===== config.mk =====
export PLATFORM = sky130hd
export DESIGN_NAME = mult_sequencer
export DESIGN_NICKNAME = d
export VERILOG_FILES = /design/src/rtl/mult_sequencer.sv
export SDC_FILE = /design/constraint.sdc
export NUM_CORES = 1
export LEC_CHECK = 0
export ABC_AREA = 1
export ABC_CLOCK_PERIOD_IN_PS = 4100
export CAP_MARGIN = 10
export CORE_ASPECT_RATIO = 0.75
export CORE_MARGIN = 2
export CORE_UTILIZATION = 25
export CTS_CLUSTER_DIAMETER = 80
export DETAILED_ROUTE_END_ITERATION = 8
export GPL_ROUTABILITY_DRIVEN = 0
export RECOVER_POWER = 25
export SLEW_MARGIN = 20
export SYNTH_ARGS = -nofsm -noshare
export SYNTH_HDL_FRONTEND = slang
export SYNTH_SLANG_ARGS = --single-unit

===== constraint.sdc =====
create_clock -name clk -period 4.1 [get_ports clk]
set_input_delay 1.025 -clock clk [delete_from_list [all_inputs] [get_ports clk]]
set_output_delay 1.025 -clock clk [all_outputs]
set_load 0.05 [all_outputs]

===== src/rtl/mult_sequencer.sv =====
// mult_sequencer: sequential signed multiplier built from one shared adder.
// Operands become sign and magnitude. The magnitudes then go through a fixed
// 16-step shift-and-add. The sign is applied at the end, and any result
// outside the signed WIDTH-bit range is flagged as an overflow.
module mult_sequencer #(
  parameter int WIDTH = 16
) (
  input  logic             clk,
  input  logic             nRST,
  input  logic             start,
  input  logic             clear,
  input  logic [WIDTH-1:0] op_a,
  input  logic [WIDTH-1:0] op_b,
  output logic             busy,
  output logic             done,
  output logic [WIDTH-1:0] product,
  output logic             overflow
);

  localparam int AW = 2 * WIDTH;
  localparam int CW = $clog2(WIDTH);
  // Largest magnitudes that still fit once the sign is applied.
  localparam logic [AW-1:0] NEG_LIM = AW'(1) << (WIDTH - 1);
  localparam logic [AW-1:0] POS_LIM = NEG_LIM - AW'(1);
  localparam logic [CW-1:0] LAST_STEP = CW'(WIDTH - 1);

  typedef enum logic [1:0] {S_IDLE, S_ITER, S_SIGN, S_DONE} state_t;

  state_t           state_q, state_d;
  logic [AW-1:0]    acc_q, acc_d;
  logic [AW-1:0]    mcand_q, mcand_d;
  logic [WIDTH-1:0] mplier_q, mplier_d;
  logic [CW-1:0]    cnt_q, cnt_d;
  logic             neg_q, neg_d;
  logic [WIDTH-1:0] product_q, product_d;
  logic             overflow_q, overflow_d;
  logic             done_q, done_d;
  logic [WIDTH-1:0] mag_a, mag_b;

  // Operand magnitudes. The most negative value maps to 0x8000, which is
  // still correct when that pattern is read as unsigned.
  always_comb begin
    mag_a = op_a[WIDTH-1] ? -op_a : op_a;
    mag_b = op_b[WIDTH-1] ? -op_b : op_b;
  end

  // Next-state logic. clear overrides everything, and it leaves the result
  // registers untouched.
  always_comb begin
    state_d    = state_q;
    acc_d      = acc_q;
    mcand_d    = mcand_q;
    mplier_d   = mplier_q;
    cnt_d      = cnt_q;
    neg_d      = neg_q;
    product_d  = product_q;
    overflow_d = overflow_q;

    if (clear) begin
      state_d = S_IDLE;
    end else begin
      case (state_q)
        S_IDLE: begin
          if (start) begin
            mcand_d  = {{WIDTH{1'b0}}, mag_a};
            mplier_d = mag_b;
            neg_d    = op_a[WIDTH-1] ^ op_b[WIDTH-1];
            acc_d    = '0;
            cnt_d    = '0;
            state_d  = S_ITER;
          end
        end
        S_ITER: begin
          if (mplier_q[0]) begin
            acc_d = acc_q + mcand_q;
          end
          mcand_d  = mcand_q << 1;
          mplier_d = mplier_q >> 1;
          cnt_d    = cnt_q + CW'(1);
          if (cnt_q == LAST_STEP) begin
            state_d = S_SIGN;
          end
        end
        S_SIGN: begin
          // The low bits of -acc equal the negation of acc's low bits.
          product_d  = neg_q ? -acc_q[WIDTH-1:0] : acc_q[WIDTH-1:0];
          overflow_d = neg_q ? (acc_q > NEG_LIM) : (acc_q > POS_LIM);
          state_d    = S_SIGN == state_q ? S_DONE : state_q;
        end
        S_DONE: begin
          state_d = S_IDLE;
        end
        default: begin
          state_d = S_IDLE;
        end
      endcase
    end

    // done comes from its own flop, so no input reaches it combinationally.
    done_d = (state_d == S_DONE);
  end

  // State and datapath registers, cleared by the asynchronous reset.
  always_ff @(posedge clk or negedge nRST) begin
    if (!nRST) begin
      state_q    <= S_IDLE;
      acc_q      <= '0;
      mcand_q    <= '0;
      mplier_q   <= '0;
      cnt_q      <= '0;
      neg_q      <= 1'b0;
      product_q  <= '0;
      overflow_q <= 1'b0;
      done_q     <= 1'b0;
    end else begin
      state_q    <= state_d;
      acc_q      <= acc_d;
      mcand_q    <= mcand_d;
      mplier_q   <= mplier_d;
      cnt_q      <= cnt_d;
      neg_q      <= neg_d;
      product_q  <= product_d;
      overflow_q <= overflow_d;
      done_q     <= done_d;
    end
  end

  assign busy     = (state_q != S_IDLE);
  assign done     = done_q;
  assign product  = product_q;
  assign overflow = overflow_q;

endmodule


# Word-level counts from Yosys, hierarchy flattened
# Cells that the tools add are included.
[totals]
ff_bits = 105
inputBits = 36
word_cells = 51
[op_classes]
eq_ne = 8
n_lt_le_gt_ge = 2
n_reduce_logical = 7
add_sub_neg = 5
muxes = 18
bitwise_logic = 2
[op_table]
columns = ["cell", "count"]
rows = [
  ["32-bit one-hot mux with 2 select lines", 2],
  ["32-bit 2-to-1 mux", 3],
  ["16-bit 2-to-1 mux", 4],
  ["16-bit negator", 3],
  ["32-bit adder", 1],
  ["32-bit by 15-bit greater-than comparator with 1-bit output (second input constant)", 1],
  ["32-bit by 16-bit greater-than comparator with 1-bit output (second input constant)", 1],
  ["16-bit one-hot mux with 2 select lines", 1],
  ["2-bit 2-to-1 mux", 4],
  ["2-bit one-hot mux with 4 select lines", 1],
  ["4-bit one-hot mux with 2 select lines", 1],
  ["2-bit == test (second input constant)", 3],
  ["3-bit AND reduction", 2],
  ["4-bit by 1-bit adder with 4-bit output (second input constant)", 1],
  ["4-bit == test (second input constant)", 1],
  ["4-bit 2-to-1 mux", 1],
  ["2-bit inequality test (second input constant)", 2],
  ["4-bit AND reduction", 1],
  ["2-bit nonzero test", 2],
  ["2-bit by 1-bit == test with 1-bit output (second input constant)", 1],
  ["2-bit == test (first input constant)", 1],
  ["2-bit zero test", 1],
  ["2-bit AND reduction", 1],
  ["1-bit 2-to-1 mux", 1],
  ["2 further kinds", 2],
]

# Depth between registers and ports, before layout
[depth]
ltp_word = 5
depth_mapped = 13
ltp_nobuf = 13

# Least setup slack after synthesis
# Ideal clock, no wire load.
[synth_timing]
path_type = "input -> register"
startpoint = "in op_a[1]"
endpoint = "reg mcand_q[10]"
arrival_ns = 2.016
setup_slack_ns = 1.967
path_stages = 9
setup_time_ns = 0.117
cell_sequence = "inv_1 > ha_1 > nand4_1 > o21ai_0 > nand2_1 > xor2_1 > nand2_1 > nand2_1 > nand2_1"
[synth_between]
elab_chain_cells = 4
[synth_rtl]
columns = ["element", "line", "source"]
rows = [
  ["from (decl)", "12", "input logic [WIDTH-1:0] op_a,"],
  ["16-bit negator", "43", "mag_a = op_a[WIDTH-1] ? -op_a : op_a;"],
  ["16-bit 2-to-1 mux", "43", ""],
  ["32-bit 2-to-1 mux", "64", "if (start) begin"],
  ["32-bit one-hot mux with 2 select lines", "62", "case (state_q)"],
  ["to (signal assigned)", "118", "mcand_q <= mcand_d;"],
  ["to (decl)", "31", "logic [AW-1:0] mcand_q, mcand_d;"],
]
# No other way between the ends. The select of a mux whose other input is x is not followed.
# A chain may end at the register's enable or synchronous reset.

# Worst setup path after layout
[layout_timing]
startpoint = "reg state_q[0]"
endpoint = "out busy"
[layout_between]
elab_chain_cells = 1
[layout_rtl]
columns = ["element", "line", "source"]
rows = [
  ["from (decl)", "29", "state_t state_q, state_d;"],
  ["from (signal assigned)", "116", "state_q <= state_d;"],
  ["2-bit nonzero test", "128", "assign busy = (state_q != S_IDLE);"],
  ["to (decl)", "14", "output logic busy,"],
]
# No other way between the ends.

==> impl_metrics.ini <==
[yosys]
synthXorXnorAreaFrac_pct = 2.293
avgSynthCellArea_um2 = 6.403
syn_area_um2 = 7639
synth.ff_latch_count = 105
synth_cells = 1193
synth-simple-area-share_pct = 33.40
synth_compound_area_share_pct = 12.78
synth_top_family_by_area = simple AND/OR/NAND/NOR gates
syn_nets = 1265
synth_fa_ha_area_share_pct = 5.995
yosys.area.top_type = dfrtp_1
ys_top_cells_by_area = dfrtp_1, nand2_1, inv_1
yosysWarnings = 0
synth.area.mux_share_pct = 0.1310
synthDominantCellAreaShare_pct = 34.40
ys_seq_area_share_pct = 34.40
synth_cell_type_count = 33

[timing]
rsz0062_at_grt = no
tns_ns = 0
timing.hold.ws_ns = 0.4821
final.min_clock_period_ns = 2.896
layout_setup_ws_ns = 1.204
worstMarginPinSlew_ns = 1.826
skew_ns = 0.01054
drv_slew = 72
timing.final.crit_share_pct = 70.64
fmax_mhz = 345.3
final-hold-violation-count = 0
setup_viol = 0
slew_headroom_pct = -21.76

[critical_path]
crit_required_ns = 3.07
crit_buf_inv = 2
cp_cell_sequence = inv_2 -> nand2_2 -> clkdlybuf4s50_1
crit_family = buffers and inverters
arrival_ns = 1.87
crit_path_end_kind = output pin
cp_slowest_cell = clkdlybuf4s50_1
worst_path_largest_cell_delay_ns = 0.73
path_max_fanout = 16
crit_start = state_q[0]
start_kind = flop
r2r-start = mcand_q[0]
crit_type = flop to output pin

[route]
highest_layer = met4
wl_per_cell_um = 13.51
met2_length_mm = 8.417
first_pass_iters = 6
viasPerCell = 4.587
drt-total-wl_mm = 22.23
wl_met3_mm = 1.757
drc = 0
vias = 7550
drtIter0Drc = 724
wl_met1_mm = 11.89
antenna_left = 0

[run_status]
outcome = finished with violations
failed_checks = capacitance limit, slew limit

[min_path]
worst_hold_path_type = flop to flop
hold_start = mplier_q[14]

[clock_tree]
cts_resized = 0
cts-root-buf = clkbuf_16
path_clk_slew_ns = 0.07
post_cts_buffers = 0
cts_tree = done
clock_path_buffers = 2
cts_hold_buf = 0
clkLatencyLatePin_ns = 0.36
numClockSinks = 105
cts_htree_levels = 3
cts_buffers = 9

[pwr]
powerDensity_nw_per_um2 = 340.3
total_power_mw = 3.043
p_leak_nw = 4.737
vdd_ir_drop_max_mv = 0.1878

[global_route]
grt_usage_pct = 14.59
grt_pass1_wl_mm = 37.05
overflow = 0
antenna_found_initial = 0
grt_start_max_net_pins = 72
grt_pass1_vias = 7036

[placed_design]
portBuffers = 54
dp_hpwl_mm = 17.55
place_worst_setup_slack_ns = 1.189

[floorplan]
placementRows = 55
ios = 55
start_util_pct = 25.34
fp.dieArea_um2 = 31980
core_um2 = 30140
die_h_um = 155.4
chipWidth_um = 205.8

[layout]
fin_nets = 1314
syn_to_final_growth_pct = 17.08
diodes = 0
drive_above_1_share_pct = 2.727
fillers = 3335

[job]
drv_cap = 1
[Yosys cell counts, drive strengths merged]
cell type / n
inv: 194
nor4: 5
nor2: 99
nand2: 422
mux2i: 1
xor2: 15
clkinv: 1
nor3: 8
o211ai: 12
buf: 4
nand3b: 3
o31ai: 3
o21bai: 3
clkbuf: 24
ha: 35
and2: 2
a21o: 1
nand4: 12
nand3: 80
o221ai: 2
xnor2: 5
o21ai: 78
fa: 1
a22o: 1
dfrtp: 105
o22ai: 19
a21oi: 57
a2bb2oi: 1
[sequential cells by signal, summed over array words and instances (netlist names)]
| signal | count |
|---|---|
| acc_q | 32 |
| cnt_q | 4 |
| done | 1 |
| mcand_q | 32 |
| mplier_q | 16 |
| neg_q | 1 |
| overflow | 1 |
| product | 16 |
| state_q | 2 |
[metrics by stage]
step / area [um^2] / util (%) / instances
4_1_cts: 8946 / 29.68 / 1646
5_1_grt: 8944 / 29.67 / 1646
3_5_place_dp: 8657 / 28.72 / 1630
6_report: 8944 / 29.67 / 1646
3_3_place_gp: 8657 / 28.72 / 1630
2_1_floorplan: 7639 / - / 1193
[kinds of logic after synthesis]
family	after synthesis
buf+inv	223
compound gates	177
xor+xnor	20
simple gates	631
fa+ha+maj	36
mux	1
flops	105
[final cells by class]
type	instances	area (um^2)	area share (%)
Clock buffer	11	232.7	2.602
Inverter	195	732.0	8.184
Timing Repair Buffer	66	625.6	6.995
Multi-Input combinational cell	865	4170	46.63
Sequential cell	105	2628	29.38
Clock inverter	5	56.30	0.6295
Tap cell	399	499.2	5.582
[layer usage]
metal	vias up	global-route usage, %
li1	3882	-
met4	0	2.653
met3	14	3.037
met5	-	0
met1	3425	23.24
met2	229	19.85
[worst paths after layout]
kind	end	slack [ns]	cells after the start
worst max register to register	acc_q[28]	1.66	13
worst min register to register	mplier_q[14]	0.48	2
worst min-delay path	mplier_q[14]	0.48	2
worst max-delay path	busy	1.20	3
min in group asynchronous	product[4]	1.13	1
max in group asynchronous	acc_q[17]	1.81	2
[report_power, final]
part	switching, mW	leakage (nW)	total, mW	internal [mW]
clock network	0.411	0.139	0.885	0.474
registers	0.114	1.38	1.26	1.14
logic	0.595	3.22	0.901	0.306
total	1.12	4.74	3.04	1.92
[cells in the final DEF (no fill, tap or decap), types with 2 or more instances in the layout]
cell type        instances
nor2_1                  99
buf_4                   12
o31ai_1                  3
clkbuf_16                9
nor3_1                   7
clkdlybuf4s50_1         53
nor4_1                   5
o21bai_1                 3
o21ai_0                 77
nand2_1                421
inv_2                    4
clkinv_2                 2
inv_1                  190
clkbuf_1                 2
xnor2_1                  5
nand3_1                 80
and2_1                   2
nand4_1                 12
o211ai_1                12
nand3b_1                 3
o221ai_1                 2
xor2_1                  15
dfrtp_1                105
o22ai_1                 19
a21oi_1                 57
ha_1                    35
[worst register-to-register path: stages (launching register included)]
cell and delay, ns:
dfrtp_1 0.45, ha_1 0.25, inv_1 0.07, fa_1 0.36, inv_1 0.17, nand3_1 0.09, nand3_1 0.17, nand3_1 0.11
nand3_1 0.24, nand2_1 0.15, nand2_1 0.09, nand2_1 0.05, nand3_1 0.07, nand2_1 0.06
(Power assumes the default switching activity.)
